### src/rtl/gobou_sched.sv
// Layer sequencer for the gobou fully-connected engine: walks output groups of CORE neurons,
// drives memory addresses and core/serializer strobes. Optional macro: GOBOU_SCHED_PERF_EN.
module gobou_sched #(
   parameter int DWIDTH   = 16,
   parameter int IMGSIZE  = 12,
   parameter int NETSIZE  = 14,
   parameter int LWIDTH   = 10,
   parameter int CORE     = 8,
   parameter int CORELOG  = 3,
   parameter int CORE_LAT = 3
) (
   input  logic               clk,
   input  logic               xrst,
   input  logic               req,
   input  logic [LWIDTH-1:0]  total_in,
   input  logic [LWIDTH-1:0]  total_out,
   input  logic [IMGSIZE-1:0] input_addr,
   input  logic [IMGSIZE-1:0] output_addr,
   output logic               ack,
   output logic               mem_img_we,
   output logic [IMGSIZE-1:0] mem_img_addr,
   output logic [NETSIZE-1:0] mem_net_addr,
   output logic               core_clr,
   output logic               core_acc,
   output logic               core_bias,
   output logic               serial_load,
`ifdef GOBOU_SCHED_PERF_EN
   output logic               serial_shift,
   output logic [31:0]        busy_cycles
`else
   output logic               serial_shift
`endif
);

   localparam logic [2:0] StIdle  = 3'd0;
   localparam logic [2:0] StLoad  = 3'd1;
   localparam logic [2:0] StBias  = 3'd2;
   localparam logic [2:0] StDrain = 3'd3;
   localparam logic [2:0] StSload = 3'd4;
   localparam logic [2:0] StStore = 3'd5;
   localparam logic [2:0] StDone  = 3'd6;

   localparam logic [LWIDTH-1:0] CoreL     = LWIDTH'(CORE);
   localparam logic [LWIDTH-1:0] DrainLast = LWIDTH'(CORE_LAT - 1);

   logic [2:0]         state;
   logic [LWIDTH-1:0]  cnt;
   logic [LWIDTH-1:0]  ti;
   logic [LWIDTH-1:0]  rem;
   logic [IMGSIZE-1:0] in_base;
   logic [IMGSIZE-1:0] out_base;
   logic [NETSIZE-1:0] net_base;
   logic               acc_q;
   logic               bias_q;
   logic [LWIDTH-1:0]  n_grp;

   // rem >= CORE exactly when any bit above the low CORELOG bits is set
   assign n_grp = (rem[LWIDTH-1:CORELOG] != '0) ? CoreL : rem;

   always_ff @(posedge clk) begin
      if (xrst) begin
         state    <= StIdle;
         cnt      <= '0;
         ti       <= '0;
         rem      <= '0;
         in_base  <= '0;
         out_base <= '0;
         net_base <= '0;
         acc_q    <= 1'b0;
         bias_q   <= 1'b0;
      end else begin
         acc_q  <= (state == StLoad);
         bias_q <= (state == StBias);
         case (state)
            StIdle: begin
               if (req) begin
                  ti       <= total_in;
                  rem      <= total_out;
                  in_base  <= input_addr;
                  out_base <= output_addr;
                  net_base <= '0;
                  cnt      <= '0;
                  state    <= (total_in == '0 || total_out == '0) ? StDone : StLoad;
               end
            end
            StLoad: begin
               if (cnt == ti - 1'b1) begin
                  cnt   <= '0;
                  state <= StBias;
               end else begin
                  cnt <= cnt + 1'b1;
               end
            end
            StBias: begin
               cnt   <= '0;
               state <= StDrain;
            end
            StDrain: begin
               if (cnt == DrainLast) begin
                  cnt   <= '0;
                  state <= StSload;
               end else begin
                  cnt <= cnt + 1'b1;
               end
            end
            StSload: begin
               cnt   <= '0;
               state <= StStore;
            end
            StStore: begin
               if (cnt == n_grp - 1'b1) begin
                  cnt <= '0;
                  if (rem > CoreL) begin
                     rem      <= rem - CoreL;
                     out_base <= out_base + IMGSIZE'(CORE);
                     net_base <= net_base + NETSIZE'(ti) + NETSIZE'(1);
                     state    <= StLoad;
                  end else begin
                     state <= StDone;
                  end
               end else begin
                  cnt <= cnt + 1'b1;
               end
            end
            StDone:  state <= StIdle;
            default: state <= StIdle;
         endcase
      end
   end

   always_comb begin
      ack          = 1'b0;
      mem_img_we   = 1'b0;
      mem_img_addr = '0;
      mem_net_addr = '0;
      core_clr     = 1'b0;
      serial_load  = 1'b0;
      serial_shift = 1'b0;
      case (state)
         StLoad: begin
            mem_img_addr = in_base + IMGSIZE'(cnt);
            mem_net_addr = net_base + NETSIZE'(cnt);
            core_clr     = (cnt == '0);
         end
         StBias:  mem_net_addr = net_base + NETSIZE'(ti);
         StSload: serial_load = 1'b1;
         StStore: begin
            mem_img_we   = 1'b1;
            mem_img_addr = out_base + IMGSIZE'(cnt);
            serial_shift = 1'b1;
         end
         StDone:  ack = 1'b1;
         default: ;
      endcase
   end

   // Read data arrives one cycle after the address, so accumulate/bias trail it
   assign core_acc  = acc_q;
   assign core_bias = bias_q;

`ifdef GOBOU_SCHED_PERF_EN
   always_ff @(posedge clk) begin
      if (xrst) begin
         busy_cycles <= '0;
      end else if (state == StIdle) begin
         if (req) busy_cycles <= '0;
      end else if (busy_cycles != '1) begin
         busy_cycles <= busy_cycles + 32'd1;
      end
   end
`endif

endmodule
### config.mk
export PLATFORM = sky130hd
export DESIGN_NAME = gobou_sched
export DESIGN_NICKNAME = d
export VERILOG_FILES = /design/src/rtl/gobou_sched.sv
export SDC_FILE = /design/constraint.sdc
export NUM_CORES = 1
export LEC_CHECK = 0
export CORE_ASPECT_RATIO = 2
export CORE_MARGIN = 5
export CORE_UTILIZATION = 57
export DETAILED_ROUTE_END_ITERATION = 7
export GPL_TIMING_DRIVEN = 0
export PLACE_DENSITY_LB_ADDON = 0.08
export RECOVER_POWER = 100
export SETUP_SLACK_MARGIN = 0.4
export SYNTH_ARGS = -nofsm -noshare
export SYNTH_HDL_FRONTEND = slang
export SYNTH_SLANG_ARGS = --single-unit
export TNS_END_PERCENT = 30
### constraint.sdc
create_clock -name clk -period 4.88 [get_ports clk]
set_input_delay 1.22 -clock clk [delete_from_list [all_inputs] [get_ports clk]]
set_output_delay 1.22 -clock clk [all_outputs]
set_load 0.02 [all_outputs]
==> results.md <==
* Status: complete, no violations
* Flops & latches, synth at 73
* Sink Count at 73
* Final Power at 2.80 mW
* Die Area at 13000 sq um
* Net Sw Frac at 43.6%
* Critical R2R Launch: rem[3]
* Crit path from: state[0]
* Final setup skew at 0.00723 ns
* Asr flop ratio synth at 0%
* Pint at 1.58 mW
* CTS Hold Bufs at 0
* Vias/cell at 6.38
* Root buffer cell: clkbuf_16
* Yosys cell types at 75
* Final routed DRC violation total at 0
* Leak at 3.09 nW
* Net switching power at 1.22 mW
* Worst R2R End: out_base[9]
* Comb power frac at 46.9%
* IO Port Bufs at 78
* CP startpoint kind: register
* Reg2reg path depth at 16
* CTS max path bufs at 2
* CTS clk-pin slew, worst paths at 0.06 ns
* Hold_sp: out_base[2]
* Row cnt at 53
* Ant. Diodes at 0
* Largest net degree at the start of global routing at 13
* Syn nets at 962
* Antenna violations before repair at 0
* DR vias at 7141
* Share of layout cells above drive strength 1 at 8.15%
* Slew headroom at 40.2%
* Crit end category: output pin
* Top cell type's share of synthesized area at 23.9%
* First-pass GRT wire length at 34.8 mm
* Die Y at 156 microns
* Min Tclk post-route at 4.60 ns
* WL/cell at 20.1 microns
* Post-Syn Area at 6110 sq um
* Worst path required time at 3.66 ns
* RSZ-0062 raised after global routing: true
* Worst-Margin Slew at 0.888 ns
* Max frequency at 0.217 GHz
* Commonest non-fill, non-tap cell in the layout: nand2_1
* Top_reg_cell synth: dfxtp_1
* Antenna viol nets, final at 0
* DRT Wirelength at 22.5 mm
* Vias in the first global route at 7124
* WS Path Type: reg2out
* CTS Buf Count at 9
* Reg power frac at 29.3%
* Overall die width at 83.2 microns
* Max-cap violations at 0
* Synth area leader: dfxtp_1
* Finished Cell Area at 7540 sq um
* H-Tree Depth at 3
* Area growth, synth to finish at 23.4%
* I/O Pins at 80
* CORE AREA at 10500 sq um
* Hold EP: out_base[2]
* Final hold violations at 0
* Crit path DAT at 3.38 ns
* Type of the worst min-delay path: reg2reg
* Post-synth EDFFs at 0
* VDD IR-drop max at 0.294 mV
* Final net count at 1066
* Critical path fanouts, max at 5
* Dpl cell area at 7070 sq um
* Drt initial violations at 582
* Synth warn at 0
* Most frequent cells in the layout: nand2_1 (171), nor2_1 (78), a21oi_1 (70)
* Period Utilization, post-route at 94.3%
* Slew Viols, Final at 0
* Power per cell area at 371 nW/um^2
* Final HPWL DP at 17.4 mm
* Mean Syn Cell Area at 7.00 sq um
* CTS tree: built
* TNS Setup at 0 ns
* Clock latency on the worst-skew pair at 0.35 ns
* Total track usage at 33.5%
* Grt total ovfl at 0
* Finish-stage setup viols at 0
* RePlAce Congestion at 0.983
* R2r setup slk at 0.33 ns
* Hold depth at 2
* DR pass1 iterations at 5
* Top cells by area, synth: dfxtp_1 (24%), nand2_1 (10%), ha_1 (8.0%)
* Register area share after synthesis at 23.9%
* Initial Util at 58.0%
* Cells after Synth at 873
* Clk pwr share at 23.8%
metrics by stage:
stage                     setup WS (ns)  cells  hold slack, ns  util, %
after global placement           -0.575   1088           0.443     67.1
final                             0.279   1119           0.455     71.6
after floorplan                   0.455    873           0.432        -
after CTS                         0.289   1111           0.455     71.0
after detailed placement         -0.732   1088           0.448     67.1
after global routing              0.126   1119           0.477     71.6
cells by family after synthesis:
| kind of cell | Yosys count | share of synthesized area [%] |
|---|---|---|
| xor gates and xnor gates | 41 | 5.87 |
| buffers and inverters | 74 | 4.85 |
| AOI/OAI and AO/OA | 233 | 24.4 |
| DFF | 73 | 23.9 |
| adders and majority gates | 42 | 8.96 |
| and+or+nand+nor | 405 | 31.2 |
| muxes | 5 | 0.819 |
sequential cells by signal, indices dropped and copies added (netlist names):
signal     count
core_acc       1
state          3
net_base      14
in_base       12
core_bias      1
ti            10
rem           10
cnt           10
out_base      12
cell usage after synthesis, types with 9 or more instances:
library cell  count
and3_1           14
xnor2_1          20
nor4_1           11
a21oi_1          75
nor2b_1          10
nand2_1         171
nand2b_1          9
xor2_1           21
o21ai_0          56
dfxtp_1          73
nor3b_1          10
a31oi_1          13
nor2_1           77
inv_1            21
ha_1             39
nand3_1          35
nor3_1           24
a211oi_1         11
clkbuf_1         40
critical path: stages, from the launching register on:
cell	delay, ns
dfxtp_2	0.32
nor2b_4	0.18
nand2_4	0.09
buf_8	0.13
buf_8	0.12
clkbuf_16	0.14
buf_4	0.14
nand2_1	0.07
nand2_1	0.07
ha_1	0.31
inv_1	0.08
o21ai_0	0.27
a21oi_1	0.16
buf_4	0.15
nor2b_1	0.11
nor2_1	0.06
xor2_1	0.14
nor2_1	0.09
clkdlybuf4s25_1	0.39
layer usage:
metal  global-route usage [%]  up-vias  share of wire, %
met5                        0        -                 0
met1                     29.8     3329                32
met2                     64.4      360                53
met4                     28.4        0               8.3
li1                         -     3325                 -
met3                     5.32      127               6.0
how the worst max path moves through the flow:
stage	to	slack, ns
5_1_grt	mem_img_addr[11]	0.13
3_3_place_gp	mem_img_addr[10]	-0.57
4_1_cts	mem_net_addr[13]	0.29
3_5_place_dp	mem_img_addr[10]	-0.73
6_report	mem_img_addr[7]	0.28
2_1_floorplan	mem_img_addr[10]	0.46
power groups by stage:
stage / logic (mW) / registers (mW) / clock network (mW)
after floorplan: 0.887 / 0.786 / 0
after global placement: 1.23 / 0.816 / 0
after detailed placement: 1.27 / 0.820 / 0
after CTS: 1.30 / 0.812 / 0.661
after global routing: 1.42 / 0.831 / 0.696
final: 1.31 / 0.821 / 0.665
layout make-up:
class / instances / area [sq um]
flip-flops and latches: 73 / 1470
multi-input cells: 726 / 4400
plain buffers: 53 / 273
inverters: 21 / 81.3
fillers: 916 / 3000
well taps: 137 / 171
repair buffers: 93 / 861
clock buffers: 11 / 233
clock inverters: 5 / 56.3
what timing repair did:
action	in CTS	in global routing
endpoints found under the setup margin	18	16
pin swaps	9	9
buffers inserted	7	8
gates resized for setup	55	29
(Power assumes the default switching activity.)
==> patch, RTL diff (same flow settings) <==
Set the parameter `NETSIZE` to 28 (it was 14).
--- a/src/rtl/gobou_sched.sv
+++ b/src/rtl/gobou_sched.sv
@@ -5,3 +5,3 @@
    parameter int IMGSIZE  = 12,
-   parameter int NETSIZE  = 14,
+   parameter int NETSIZE  = 28,
    parameter int LWIDTH   = 10,
Interface: changed (resized mem_net_addr); port bits go from 80 to 94. No check against the original RTL was run, so the function may have changed too.
==> patch against the unedited design <==
- area after synthesis is 25% higher
- critical endpoint is now mem_net_addr[12]
- count of clock-buffer cells in the layout decreased by 2
- sequential cell count rose by 14
- cell area is 31% higher
- final cell count rose by 25%
- worst setup slack got worse by 0.12 ns
- first-iteration DRC count is 51% higher
- power down 20%
- routed wire length increased by 24%
- critical path type unchanged
- sequential power shrank 2%
==> patch: results <==
set metrics [dict create \
    use_met2 0.551 \
    grt_pass1_wl_um 42600 \
    met3_usage 0.0456 \
    final_layout_size_suffix_gt1_frac 0.140 \
    slew_headroom 0.254 \
    gr-usage-all-layers 0.330 \
    fillCellCount 1114 \
    synthTopCellsByCount "nand2_1, a21oi_1, nor2_1, dfxtp_1, o21ai_0" \
    met3_length_um 2160 \
    cp_top_family "compound AO/OA/AOI/OAI gates" \
    yosys_warnings 0 \
    cts_resized 110 \
    wire_per_inst_um 19.9 \
    grt_pass1_vias 8313 \
    synth_fa_ha_area_frac 0.0717 \
    post_cts_buffers 17 \
    hold_slack_ns 0.458 \
    critPathArrivalTime_ns 3.50 \
    hpwlAfterDp_um 20100 \
    hold_path_end "out_base[1]$_SDFFE_PP0P_" \
    status "finished, final reports clean" \
    portBuffers 93 \
    met1_usage 0.424 \
    place_inst 1337 \
    syn_avg_cell_area_um2 7.02 \
    via_per_inst 6.48 \
    yosysSeqAreaShare 0.228 \
    cts_max_level 3 \
    wl_met2_um 13400 \
    p_leak_nw 3.95 \
    fin_skew_ns 0.00995 \
    path_clk_slew_ns 0.08 \
    r2r-end "net_base[14]$_SDFFE_PP0P_" \
    fin_cells 1403 \
    synthXorXnorAreaFrac 0.0831 \
    ir_worst_vdd_mv 0.224 \
    max_stage_delay_ns 0.49 \
    dr.pass1.iters 6 \
    ys_top_cells_by_area "dfxtp_1, nand2_1, a21oi_1" \
    min-delay-start "out_base[1]$_SDFFE_PP0P_" \
    r2r_cells 18 \
    clock-sinks 87 \
    drt_iter0_markers 880 \
    slowest_stage "dfxtp_1" \
    synth_compound_area_frac 0.259 \
    muxShareOfSynthArea 0.00802 \
    path_max_fanout 4 \
    synth_fp_nets 1178 \
    clock_latency_ns 0.36 \
]
==> patch: cell types whose count changed after synthesis, moves of 9 or more <==
cell / change
dfxtp_1: +14
nor2_1: +15
xnor2_1: +23
a21oi_1: +43
clkbuf_1: +22
nand3_1: +14
nand2_1: -10
o21ai_0: +9
and3_1: +10
==> patch: metrics by stage <==
step                      setup WS [ns]  total power, mW  cell area [um2]  utilization
final                             0.164             2.25             9860        0.742
after global routing             0.0513             2.33             9860        0.742
after CTS                         0.155             2.19             9410        0.708
after detailed placement          -1.09             1.47             8780        0.661
after global placement            -1.01             1.45             8780        0.661
after floorplan                   0.356             1.24             7650            -
==> patch: power by group <==
| part | switching [mW] | internal, mW | total, mW | leakage (nW) |
|---|---|---|---|---|
| Clock | 0.356 | 0.367 | 0.723 | 0.150 |
| Sequential | 0.0542 | 0.754 | 0.808 | 0.711 |
| Combinational | 0.441 | 0.273 | 0.715 | 3.09 |
==> patch: worst max-delay path by stage <==
stage                                     start                to  slack (ns)  cells past startpoint
after floorplan           state[1]$_SDFFE_PP0P_  mem_img_addr[11]        0.36                     17
after global placement    state[1]$_SDFFE_PP0P_  mem_img_addr[11]       -1.01                     19
after detailed placement  state[1]$_SDFFE_PP0P_  mem_img_addr[11]       -1.09                     19
after CTS                   cnt[1]$_SDFFE_PP0P_  mem_net_addr[21]        0.15                     13
after global routing      state[1]$_SDFFE_PP0P_   mem_img_addr[8]        0.05                     21
final                       cnt[0]$_SDFFE_PP0P_  mem_net_addr[12]        0.16                     13
==> patch: area by class of cell <==
class / count / area share
buffer: 77 / 0.0415
clock buffer: 9 / 0.0228
clock inverter: 7 / 0.00825
inverter: 29 / 0.0123
multi-input combinational: 896 / 0.593
sequential: 87 / 0.178
tap: 155 / 0.0197
timing repair buffer: 143 / 0.125
